$ cat src/rtl/n1_ir.sv
// Instruction register: current IR with forced loads, a one-deep stash for
// prefetched opcodes, and combinational decode flags for flow control.
module n1_ir #(
  parameter logic [15:0] DROP_OPC = 16'h0001,
  parameter logic [15:0] NOP_OPC  = 16'h0000
) (
  input  logic        clk_i,
  input  logic        sync_rst_i,
  input  logic [15:0] pbus_dat_i,
  input  logic        fc2ir_capture_i,
  input  logic        fc2ir_stash_i,
  input  logic        fc2ir_expend_i,
  input  logic        fc2ir_force_eow_i,
  input  logic        fc2ir_force_0call_i,
  input  logic        fc2ir_force_call_i,
  input  logic        fc2ir_force_drop_i,
  input  logic        fc2ir_force_nop_i,
  output logic        ir2fc_eow_o,
  output logic        ir2fc_eow_postpone_o,
  output logic        ir2fc_jump_or_call_o,
  output logic        ir2fc_bra_o,
  output logic        ir2fc_scyc_o,
  output logic        ir2fc_mem_o,
  output logic        ir2fc_mem_rd_o,
  output logic        ir2fc_madr_sel_o,
  output logic [15:0] ir_cur_o,
  output logic        ir_stash_vld_o,
  output logic [15:0] prb_ir_o,
  output logic [15:0] prb_ir_stash_o
);

  localparam logic [15:0] CALL0_OPC = 16'h6000;

  logic [15:0] ir_cur_q, ir_cur_d;
  logic [15:0] ir_stash_q, ir_stash_d;
  logic        stash_vld_q, stash_vld_d;
  logic [15:0] ir_sel_s;

  // Next current-IR value; forces win over expend, which wins over capture.
  always_comb begin
    ir_sel_s = ir_cur_q;
    if (fc2ir_force_0call_i) begin
      ir_sel_s = CALL0_OPC;
    end else if (fc2ir_force_call_i) begin
      ir_sel_s = {3'b011, pbus_dat_i[12:0]};
    end else if (fc2ir_force_drop_i) begin
      ir_sel_s = DROP_OPC;
    end else if (fc2ir_force_nop_i) begin
      ir_sel_s = NOP_OPC;
    end else if (fc2ir_expend_i) begin
      ir_sel_s = stash_vld_q ? ir_stash_q : NOP_OPC;
    end else if (fc2ir_capture_i) begin
      ir_sel_s = pbus_dat_i;
    end else begin
      ir_sel_s = ir_cur_q;
    end
    ir_cur_d = ir_sel_s | {fc2ir_force_eow_i, 15'h0000};
  end

  // Stash is consumed by any expend, even one overridden by a force.
  always_comb begin
    ir_stash_d  = ir_stash_q;
    stash_vld_d = stash_vld_q;
    if (fc2ir_stash_i) begin
      ir_stash_d  = pbus_dat_i;
      stash_vld_d = 1'b1;
    end else if (fc2ir_expend_i) begin
      ir_stash_d  = ir_stash_q;
      stash_vld_d = 1'b0;
    end else begin
      ir_stash_d  = ir_stash_q;
      stash_vld_d = stash_vld_q;
    end
  end

  // Register update with synchronous active-low reset.
  always_ff @(posedge clk_i) begin
    if (!sync_rst_i) begin
      ir_cur_q    <= CALL0_OPC;
      ir_stash_q  <= 16'h0000;
      stash_vld_q <= 1'b0;
    end else begin
      ir_cur_q    <= ir_cur_d;
      ir_stash_q  <= ir_stash_d;
      stash_vld_q <= stash_vld_d;
    end
  end

  // Decode of the current IR.
  always_comb begin
    ir2fc_eow_o          = ir_cur_q[15];
    ir2fc_jump_or_call_o = ir_cur_q[14];
    ir2fc_bra_o          = (ir_cur_q[14:13] == 2'b01);
    ir2fc_mem_o          = (ir_cur_q[14:13] == 2'b00) & ir_cur_q[12];
    ir2fc_scyc_o         = (ir_cur_q[14:13] == 2'b00) & ~ir_cur_q[12];
    ir2fc_mem_rd_o       = ir2fc_mem_o & ir_cur_q[11];
    ir2fc_madr_sel_o     = ir2fc_mem_o & ir_cur_q[10];
    ir2fc_eow_postpone_o = ir_cur_q[15] &
                           (ir2fc_jump_or_call_o | ir2fc_bra_o | ir2fc_mem_o);
  end

  assign ir_cur_o       = ir_cur_q;
  assign prb_ir_o       = ir_cur_q;
  assign prb_ir_stash_o = ir_stash_q;
  assign ir_stash_vld_o = stash_vld_q;

endmodule

$ cat config.mk
export PLATFORM = sky130hd
export DESIGN_NAME = n1_ir
export DESIGN_NICKNAME = d
export VERILOG_FILES = /design/src/rtl/n1_ir.sv
export SDC_FILE = /design/constraint.sdc
export NUM_CORES = 1
export LEC_CHECK = 0
export CAP_MARGIN = 20
export CORE_UTILIZATION = 43
export CTS_CLUSTER_SIZE = 12
export DETAILED_ROUTE_END_ITERATION = 16
export HOLD_SLACK_MARGIN = 0.15
export PLACE_DENSITY = 0.86
export SLEW_MARGIN = 30
export SYNTH_ARGS = -nofsm -noshare
export SYNTH_HDL_FRONTEND = slang
export SYNTH_SLANG_ARGS = --single-unit
export TNS_END_PERCENT = 30
$ cat constraint.sdc
create_clock -name clk_i -period 2.25 [get_ports clk_i]
set_input_delay 0.225 -clock clk_i [delete_from_list [all_inputs] [get_ports clk_i]]
set_output_delay 0.225 -clock clk_i [all_outputs]
set_load 0.02 [all_outputs]
==> metrics.yaml <==
cts_tree: "yes"
num_rows: 22
portBuffers: 82
seq_area_sq_um: 661
cts_hold_buffers: 0
outcome: "finished, final reports clean"
track_usage_pct: 22.3
power.density_nw_per_um2: 550
use_met1_pct: 29.4
peakVddDrop_uv: 366
timing.hold.ws_ns: 0.472
grt_pass1_vias: 1447
grt_max_degree: 19
grt_use_met2_pct: 37.2
post_cts_buffers: 0
switching_share_pct: 27.4
combPwrFrac_pct: 22.5
die_h_um: 64.2
fin_area_sq_um: 2460
maxCapViolations: 0
slew_violations: 0
pwr-share-seq_pct: 47.2
fillCellCount: 316
pin_count: 83
clkPwrFrac_pct: 30.2
multi_input_area_sq_um: 800
place_area_sq_um: 2380
async_flop_share_pct: 0
clk_latency_ns: 0.28
fin_nets: 283
p_sw_w: 0.000371
synth_fp_nets: 218
clk_path_buf_depth: 2
worst_pin_slew_ns: 0.453
cts_root_buf: "clkbuf_8"
synth_top_area_share_pct: 39.7
ys_seq_area_share_pct: 39.7
relSlewSlack_pct: 69.8
drt_iter0_drc: 86
synth.distinct_cells: 27
start_util_pct: 45.1
crit_path_end_kind: "primary output"
clock_skew_ns: 0.00588
final_antenna_net_count: 0
holdCritPathClass: "register to register"
p_leak_nw: 0.951
timing.fmax_mhz: 487
top_usage_layer: "met2"
grt_util_met3_pct: 2.86
path_class: "register to primary output"
fin_crit_sh_pct: 91.2
antenna_cells: 0
num_vias: 1544
critPathRequiredTime_ns: 2.03
rsz0062_at_grt: "false"
cts_sinks: 33
min_period_ns: 2.05
hold_viol: 0
cts_buffers: 5
p_int_w: 0.000985
synthesis.area_sq_um: 1660
routabilityCongestion: 0.915
die_x_um: 64.2
clk_pin_slew_ns: 0.07
cp.arrival_ns: 1.83
setup_viol: 0
syn_inst: 192
syn_avg_cell_area_sq_um: 8.67
start_kind: "register"
cts_max_level: 2
r2r_slack_ns: 1.04
grt_overflow_total: 0
synth_top_area_cell: "dfxtp_1"
synth_edf_count: 0
grt_pass1_wl_um: 7070
avgViaCountPerCell: 5.05
power_w: 0.00136
drcViolationCount: 0
syn2layout_area_growth_pct: 48.1
cp_max_fo: 5
drt_pass1_iterations: 4
antenna_found_initial: 0
fin_tns_setup_ns: 0
wirelength_um: 4380
synth_seq_cells: 33
cts_resized: 0
core_area_sq_um: 3690
wl_per_cell_um: 14.3
synthFlopType: "dfxtp_1"
dpl.hpwl_um: 3330
dieArea_sq_um: 4120
ys_top_cells_by_area: "dfxtp_1 (40%), mux2i_1 (11%), buf_4 (9.5%), nor2b_1 (7.1%), nand2_1 (6.5%)"
yosysWarningCount: 0
drive_gt1_share_pct: 6.20
routing by layer:
metal,part of all wire [%],vias up
met3,5.1,4
met5,0,-
met2,49,60
met1,45,717
met4,0.87,0
li1,-,763
layout by cell type, fill, tap and decap left out, drive strengths merged:
master,count
o21ai,3
mux2i,19
a32o,1
nand3,15
and2,2
inv,1
clkinv,2
or3,1
clkbuf,6
and2b,1
a21o,12
a211oi,1
a2111oi,1
a21oi,13
or2,1
o21a,1
nor3,3
dfxtp,33
nand2,29
nor3b,2
buf,5
clkdlybuf4s50,82
nor2b,19
nand2b,2
nor2,3
Yosys cell counts, types with 3 or more instances:
library cell	n
nor2b_1	19
a21oi_1	12
dfxtp_1	33
o21ai_0	3
nand3_1	15
a21o_1	12
nand2_1	29
clkbuf_1	3
buf_4	21
buf_2	4
mux2i_1	19
nor3_1	3
path summary, 6_finish.rpt:
kind	start	endpoint	cells past startpoint
setup / recovery	ir_cur_o[12]$_SDFFE_PP0P_	ir2fc_madr_sel_o	3
setup reg to reg	ir_stash_vld_o$_SDFFE_PN0P_	ir_cur_o[0]$_SDFFE_PP0P_	4
hold / removal	ir_cur_o[9]$_SDFFE_PP0P_	ir_cur_o[9]$_SDFFE_PP0P_	2
hold reg to reg	ir_cur_o[9]$_SDFFE_PP0P_	ir_cur_o[9]$_SDFFE_PP0P_	2
flip-flops by register name, indices dropped and copies added, names as in the netlist:
| name | flops |
|---|---|
| ir_stash_vld_o | 1 |
| prb_ir_stash_o | 16 |
| ir_cur_o | 16 |
cell type report:
cell class,instances,area share (%)
inverter,1,0.152
clock inverter,2,0.406
multi-input combinational,129,32.4
sequential,33,26.8
timing repair buffer,87,34.8
tap,48,2.44
clock buffer,6,2.94
kinds of logic (layout without fill, tap and decap cells):
| kind of cell | Yosys count | after routing | synth area share (%) |
|---|---|---|---|
| AO/OA/AOI/OAI | 32 | 32 | 12.5 |
| buffers and inverters | 30 | 96 | 12.3 |
| flip-flops | 33 | 33 | 39.7 |
| multiplexers | 19 | 19 | 11.4 |
| AND/OR/NAND/NOR | 78 | 78 | 24.1 |
stage by stage:
step	worst slack, ns	cells	util [%]
5_1_grt	0.0550	306	66.8
6_report	0.197	306	66.8
3_5_place_dp	0.447	298	64.6
4_1_cts	0.175	306	66.8
3_3_place_gp	0.467	298	64.6
2_1_floorplan	0.587	192	-
power groups by stage:
stage	Clock [W]	Combinational, W	Sequential, W
global route	0.000443	0.000326	0.000644
CTS	0.000420	0.000306	0.000640
global placement	0	0.000300	0.000653
detailed placement	0	0.000304	0.000653
finish	0.000410	0.000306	0.000641
floorplan	0	0.000134	0.000679
worst max-delay path, stage by stage (launching register included):
cell,delay (ns)
dfxtp_1,0.42
nor3b_1,0.36
and2_1,0.18
clkdlybuf4s50_1,0.59
No activity file was read; power rests on OpenSTA's default activity.
